## config.mk

```make
export PLATFORM = sky130hd
export DESIGN_NAME = pfl_cfg_sequencer
export DESIGN_NICKNAME = d
export VERILOG_FILES = /design/src/rtl/pfl_cfg_pkg.sv /design/src/rtl/pfl_cfg_sequencer_sync.sv /design/src/rtl/pfl_cfg_sequencer.sv
export SDC_FILE = /design/constraint.sdc
export NUM_CORES = 1
export LEC_CHECK = 0
export ABC_CLOCK_PERIOD_IN_PS = 5300
export CORE_ASPECT_RATIO = 0.6
export CORE_MARGIN = 4
export CORE_UTILIZATION = 30
export CTS_CLUSTER_DIAMETER = 200
export CTS_CLUSTER_SIZE = 14
export DETAILED_ROUTE_END_ITERATION = 8
export DONT_BUFFER_PORTS = 1
export GPL_TIMING_DRIVEN = 0
export PLACE_DENSITY_LB_ADDON = 0.05
export SYNTH_ARGS = -nofsm -noshare
export SYNTH_HDL_FRONTEND = slang
export SYNTH_SLANG_ARGS = --single-unit
```

## constraint.sdc

```tcl
create_clock -name clkin_max_100 -period 5.3 [get_ports clkin_max_100]
set_clock_uncertainty 0.05 [all_clocks]
set_input_delay 0.53 -clock clkin_max_100 [delete_from_list [all_inputs] [get_ports clkin_max_100]]
set_output_delay 0.53 -clock clkin_max_100 [all_outputs]
set_load 0.02 [all_outputs]
```

## src/rtl/pfl_cfg_pkg.sv

```systemverilog
// Shared types for the PFL configuration sequencer: LED-visible state codes,
// the default page-select width and the retry counter width.
package pfl_cfg_pkg;

  localparam int PAGE_W_DEF = 3;
  localparam int RETRY_W    = 2;

  // Encodings are fixed because state_o drives board LEDs directly.
  typedef enum logic [3:0] {
    ST_IDLE      = 4'd0,
    ST_BOOT_WAIT = 4'd1,
    ST_READ_SEL  = 4'd2,
    ST_APPLY     = 4'd3,
    ST_NRECONF   = 4'd4,
    ST_NRESET    = 4'd5,
    ST_WAIT_DONE = 4'd6
  } state_t;

endpackage

```

## src/rtl/pfl_cfg_sequencer_sync.sv

```systemverilog
// 1-bit two-flop synchroniser with asynchronous active-high clear.
// Output follows the input after two clock edges.
module sync_2ff (
  input  logic clk,
  input  logic clr,
  input  logic d,
  output logic q
);

  logic meta;

  always_ff @(posedge clk or posedge clr) begin
    if (clr) begin
      meta <= 1'b0;
      q    <= 1'b0;
    end else begin
      meta <= d;
      q    <= meta;
    end
  end

endmodule

```

## src/rtl/pfl_cfg_sequencer.sv

```systemverilog
// Boot/reconfiguration sequencer between CPLD, PFL core and flash controller:
// flash ownership, timed nreconfigure/nreset pulses, conf_done supervision with retry and factory fallback.
module pfl_cfg_sequencer
  import pfl_cfg_pkg::*;
#(
  parameter int NUM_PAGES       = 3,
  parameter int PAGE_W          = PAGE_W_DEF,
  parameter int FACTORY_PAGE    = 0,
  parameter int NRECONF_CYC     = 16,
  parameter int NRESET_CYC      = 16,
  parameter int CFG_TIMEOUT_CYC = 2**24,
  parameter int MAX_RETRY       = 1,
  parameter int TMR_W           = 25
) (
  input  logic               clkin_max_100,
  input  logic               sys_reset,
  input  logic               fpga_conf_done,
  input  logic               fl_done,
  input  logic [PAGE_W-1:0]  fl_page,
  input  logic               cfg_req,
  input  logic [PAGE_W-1:0]  cfg_page,
  input  logic               cfg_next,
  output logic               pfl_grant,
  output logic               fl_req,
  output logic [PAGE_W-1:0]  fpga_pgm,
  output logic               pfl_nreconfigure,
  output logic               pfl_nreset,
  output logic [PAGE_W-1:0]  active_page,
  output logic [RETRY_W-1:0] retry_cnt,
  output logic               busy,
  output logic               cfg_ok,
  output logic               cfg_err,
  output logic [3:0]         state_o
);

  localparam logic [TMR_W-1:0]   NRECONF_LAST = TMR_W'(NRECONF_CYC - 1);
  localparam logic [TMR_W-1:0]   NRESET_LAST  = TMR_W'(NRESET_CYC - 1);
  localparam logic [TMR_W-1:0]   CFG_LAST     = TMR_W'(CFG_TIMEOUT_CYC - 1);
  localparam logic [PAGE_W-1:0]  FACTORY_PG   = PAGE_W'(FACTORY_PAGE);
  localparam logic [PAGE_W:0]    NUM_PG       = (PAGE_W+1)'(NUM_PAGES);
  localparam logic [RETRY_W-1:0] RETRY_LIM    = RETRY_W'(MAX_RETRY);

  state_t            state;
  logic [TMR_W-1:0]  timer;
  logic [PAGE_W-1:0] target;
  logic              armed;
  logic              conf_done_s;

  logic tmr_reconf_end;
  logic tmr_reset_end;
  logic tmr_cfg_end;

  // Out-of-range page numbers never reach the PFL; they fall back to factory.
  function automatic logic [PAGE_W-1:0] clamp_page(input logic [PAGE_W-1:0] p);
    return ({1'b0, p} < NUM_PG) ? p : FACTORY_PG;
  endfunction

  function automatic logic [PAGE_W-1:0] next_page(input logic [PAGE_W-1:0] p);
    logic [PAGE_W:0] n;
    n = {1'b0, p} + (PAGE_W+1)'(1);
    return (n >= NUM_PG) ? '0 : n[PAGE_W-1:0];
  endfunction

  sync_2ff u_conf_done_sync (
    .clk (clkin_max_100),
    .clr (sys_reset),
    .d   (fpga_conf_done),
    .q   (conf_done_s)
  );

  assign tmr_reconf_end = (timer == NRECONF_LAST);
  assign tmr_reset_end  = (timer == NRESET_LAST);
  assign tmr_cfg_end    = (timer == CFG_LAST);
  assign state_o        = state;

  always_ff @(posedge clkin_max_100 or posedge sys_reset) begin
    if (sys_reset) begin
      state            <= ST_BOOT_WAIT;
      timer            <= '0;
      target           <= FACTORY_PG;
      armed            <= 1'b0;
      pfl_grant        <= 1'b1;
      fl_req           <= 1'b0;
      fpga_pgm         <= FACTORY_PG;
      pfl_nreconfigure <= 1'b1;
      pfl_nreset       <= 1'b1;
      active_page      <= FACTORY_PG;
      retry_cnt        <= '0;
      busy             <= 1'b1;
      cfg_ok           <= 1'b0;
      cfg_err          <= 1'b0;
    end else begin
      timer <= timer + TMR_W'(1);
      case (state)
        ST_BOOT_WAIT: begin
          if (conf_done_s) begin
            state     <= ST_READ_SEL;
            timer     <= '0;
            pfl_grant <= 1'b0;
            fl_req    <= 1'b1;
          end else if (tmr_cfg_end) begin
            state   <= ST_IDLE;
            timer   <= '0;
            cfg_err <= 1'b1;
            busy    <= 1'b0;
          end
        end

        ST_READ_SEL: begin
          if (fl_done || tmr_cfg_end) begin
            target    <= fl_done ? clamp_page(fl_page) : FACTORY_PG;
            state     <= ST_APPLY;
            timer     <= '0;
            pfl_grant <= 1'b1;
            fl_req    <= 1'b0;
          end
        end

        ST_APPLY: begin
          fpga_pgm         <= target;
          armed            <= 1'b0;
          pfl_grant        <= 1'b1;
          fl_req           <= 1'b0;
          pfl_nreconfigure <= 1'b0;
          state            <= ST_NRECONF;
          timer            <= '0;
        end

        ST_NRECONF: begin
          if (tmr_reconf_end) begin
            pfl_nreconfigure <= 1'b1;
            pfl_nreset       <= 1'b0;
            state            <= ST_NRESET;
            timer            <= '0;
          end
        end

        ST_NRESET: begin
          if (tmr_reset_end) begin
            pfl_nreset <= 1'b1;
            state      <= ST_WAIT_DONE;
            timer      <= '0;
          end
        end

        ST_WAIT_DONE: begin
          // conf_done is still high from the previous image until the FPGA
          // drops it, so only a low-to-high sequence counts as success.
          if (!conf_done_s) begin
            armed <= 1'b1;
          end
          if (armed && conf_done_s) begin
            cfg_ok      <= 1'b1;
            cfg_err     <= 1'b0;
            active_page <= target;
            retry_cnt   <= '0;
            busy        <= 1'b0;
            state       <= ST_IDLE;
            timer       <= '0;
          end else if (tmr_cfg_end) begin
            timer <= '0;
            if (retry_cnt < RETRY_LIM) begin
              retry_cnt <= retry_cnt + RETRY_W'(1);
              state     <= ST_APPLY;
            end else if (target != FACTORY_PG) begin
              target    <= FACTORY_PG;
              retry_cnt <= '0;
              state     <= ST_APPLY;
            end else begin
              cfg_err <= 1'b1;
              cfg_ok  <= 1'b0;
              busy    <= 1'b0;
              state   <= ST_IDLE;
            end
          end
        end

        ST_IDLE: begin
          timer <= timer;
          if (cfg_req || cfg_next) begin
            target    <= cfg_req ? clamp_page(cfg_page) : next_page(active_page);
            retry_cnt <= '0;
            cfg_ok    <= 1'b0;
            cfg_err   <= 1'b0;
            busy      <= 1'b1;
            state     <= ST_APPLY;
            timer     <= '0;
          end
        end

        default: begin
          state <= ST_IDLE;
          timer <= '0;
          busy  <= 1'b0;
        end
      endcase
    end
  end

endmodule

```

==> flow_metrics.py <==
metrics = {
    "status": {
        "status": "complete, no violations",
    },
    "floorplanning": {
        "die_h_um": 84.1,
        "rows": 27,
        "core-area_um2": 9290,
        "die_w_um": 135,
        "io_pins": 31,
        "die-area_um2": 11300,
        "start_util": 0.312,
    },
    "final_layout": {
        "nNetsFinal": 344,
        "drive_gt1_frac": 0.147,
        "seqCellArea_um2": 1230,
        "antenna_cells": 0,
        "nFillCells": 952,
        "area_delta_synth_final_pct": 12.3,
        "multi_input_area_um2": 1510,
    },
    "timing": {
        "maxSlewHeadroom": 0.480,
        "setup-violations-final": 0,
        "post-route-period-util": 0.463,
        "tightest_slew_ps": 773,
        "final-hold-violation-count": 0,
        "final-max-slew-violation-count": 0,
        "fin_tns_setup_ps": 0,
        "rsz0062_at_grt": "false",
        "layout_setup_ws_ps": 2850,
        "max_freq_mhz": 408,
        "finalCriticalPeriod_ps": 2450,
    },
    "cts": {
        "cts_setup_buffers": 0,
        "clk_pin_slew_ps": 70,
        "cts_buffer_depth": 2,
        "clk_latency_ps": 290,
        "clockRootBuffer": "clkbuf_16",
        "cts_resized": 0,
        "cts_sinks": 49,
        "cts_tree": "done",
        "cts_hold_buf": 0,
        "numCtsBuffers": 5,
        "htree_levels": 2,
    },
    "logic_synthesis": {
        "yosysWarnings": 0,
        "synth_commonest_cells": "dfrtp_1 (44), nand2_1 (43), nand3_1 (34), a31oi_1 (19), o21ai_0 (18)",
        "synth_most_common_cell": "dfrtp_1",
        "synth-edff-count": 0,
        "yosysTopAreaCell": "dfrtp_1",
        "async_reset_ff_frac": 1.00,
        "ys_seq_elements": 49,
        "yosysSeqAreaShare": 0.426,
        "syn_nets": 336,
        "synthFlopType": "dfrtp_1",
        "synth_area_um2": 2900,
        "synth_cells": 318,
        "synth.area.top_cells": "dfrtp_1 (38%), nand3_1 (5.9%), nand2_1 (5.6%)",
        "avgSynthCellArea_um2": 9.10,
        "synth.top_cell.area_share": 0.380,
        "ys_types": 58,
    },
    "critical_path": {
        "cp_max_fo": 10,
        "required_ps": 5400,
        "endpoint_kind": "flop",
        "cp.arrival_ps": 2560,
        "crit_type": "reg -> reg",
        "cp-start-kind": "flop",
    },
    "placed_design": {
        "place_hpwl_mm": 6.41,
        "gp_congestion": 0.804,
        "portBuffers": 0,
        "dpl_worst_slack_ps": 2830,
    },
    "routing": {
        "wl_mm": 8.53,
        "dr.pass1.iters": 4,
        "drc": 0,
        "routedWlPerCell_um": 18.7,
        "num_vias": 2477,
        "ant_nets": 0,
        "wl_met1_mm": 4.76,
        "drtIter0Drc": 264,
        "vias_per_cell": 5.42,
        "wl_met3_um": 730,
        "highest_layer": "met4",
        "wl_met2_mm": 2.96,
    },
    "global_route": {
        "grt_overflow": 0,
        "grt_usage": 0.158,
        "antenna_found_initial": 0,
        "grt_pass1_wl_mm": 13.9,
        "grt_max_degree": 27,
        "grt_pass1_vias": 2324,
    },
    "pwr": {
        "ir_drop_uv": 182,
        "powerDensity_nw_per_um2": 505,
        "p_leak_uw": 0.00135,
    },
    "flow_run": {
        "drv_cap": 0,
    },
    "worst_hold_path": {
        "hp-class": "in -> async",
    },
}
## worst paths after layout
check / startpoint / endpoint / slack (ps) / cells after the start
min in group clkin_max_100: fpga_conf_done / u_conf_done_sync.meta / 210 / 0
max: state_o[1] / timer[23] / 2850 / 9
max in group asynchronous: sys_reset / pfl_grant / 4450 / 2
max reg2reg: state_o[1] / timer[23] / 2850 / 9
min: sys_reset / u_conf_done_sync.meta / 120 / 1
min reg2reg: u_conf_done_sync.meta / u_conf_done_sync.q / 310 / 0
## sequential cells by signal, indices dropped and copies added (netlist names)
register	cells
timer	25
active_page	3
fpga_pgm	3
state_o	3
target	3
retry_cnt	2
armed	1
busy	1
cfg_err	1
cfg_ok	1
fl_req	1
pfl_grant	1
pfl_nreconfigure	1
pfl_nreset	1
u_conf_done_sync.meta	1
u_conf_done_sync.q	1
## cell families (layout without fill, tap and decap cells)
logic type,Yosys count,after routing,synth area share
adder cells (fa/ha/maj),6,6,0.0259
multiplexers,14,14,0.0527
buffers and inverters,32,41,0.0536
XOR/XNOR,1,1,0.00303
AND/OR/NAND/NOR,143,143,0.271
flip-flops,49,49,0.426
other,1,1,0.00130
AO/OA/AOI/OAI,72,72,0.167
## layer usage
layer,up-vias,global-route usage
li1,1199,-
met1,1176,0.272
met2,93,0.184
met3,9,0.0446
met4,0,0.0305
met5,-,0
## per-stage QoR
stage                     std cells  instance area (um^2)  utilization  hold WS (ps)  power, uW
after floorplan                 318                  2900            -           281       1060
after CTS                       457                  3250        0.350           139       1650
after global routing            457                  3250        0.350           166       1770
after detailed placement        449                  3080        0.331           295       1260
after global placement          448                  3060        0.329           294       1260
final                           457                  3250        0.350           118       1640
## worst max-delay path: stages, from the launching register on
cell,delay (ps)
dfrtp_1,470
buf_2,230
or3_1,340
buf_2,180
nor3_4,280
nor2_2,80
a2bb2oi_4,300
buf_6,200
o21ba_1,130
a31oi_1,30
## cell type report
type / count / share of cell area
Multi-Input combinational cell: 237 / 0.464
Sequential cell: 49 / 0.379
Tap cell: 130 / 0.0500
Clock buffer: 7 / 0.0439
Buffer: 15 / 0.0281
Inverter: 17 / 0.0196
Clock inverter: 1 / 0.00924
Timing Repair Buffer: 1 / 0.00616
## power breakdown
part,internal [uW],switching [uW]
Sequential,450,129
Clock,236,148
Combinational,246,433
## cell usage in the layout, fill, tap and decap left out, types with 3 or more instances in the layout
master and instances:
and4_1 3, nor2_1 13, a21oi_1 11, o311ai_0 5
clkbuf_1 4, mux2i_1 4, dfrtp_1 44, nand3_1 34
mux2_2 8, ha_1 6, nand4_1 6, o21ai_0 18
nand2_1 43, or3_1 8, a31oi_1 19, dfstp_2 5
buf_2 7, nor4_1 6, clkbuf_16 5, nor3_1 7
inv_1 15, buf_4 3
(Power assumes the default switching activity.)
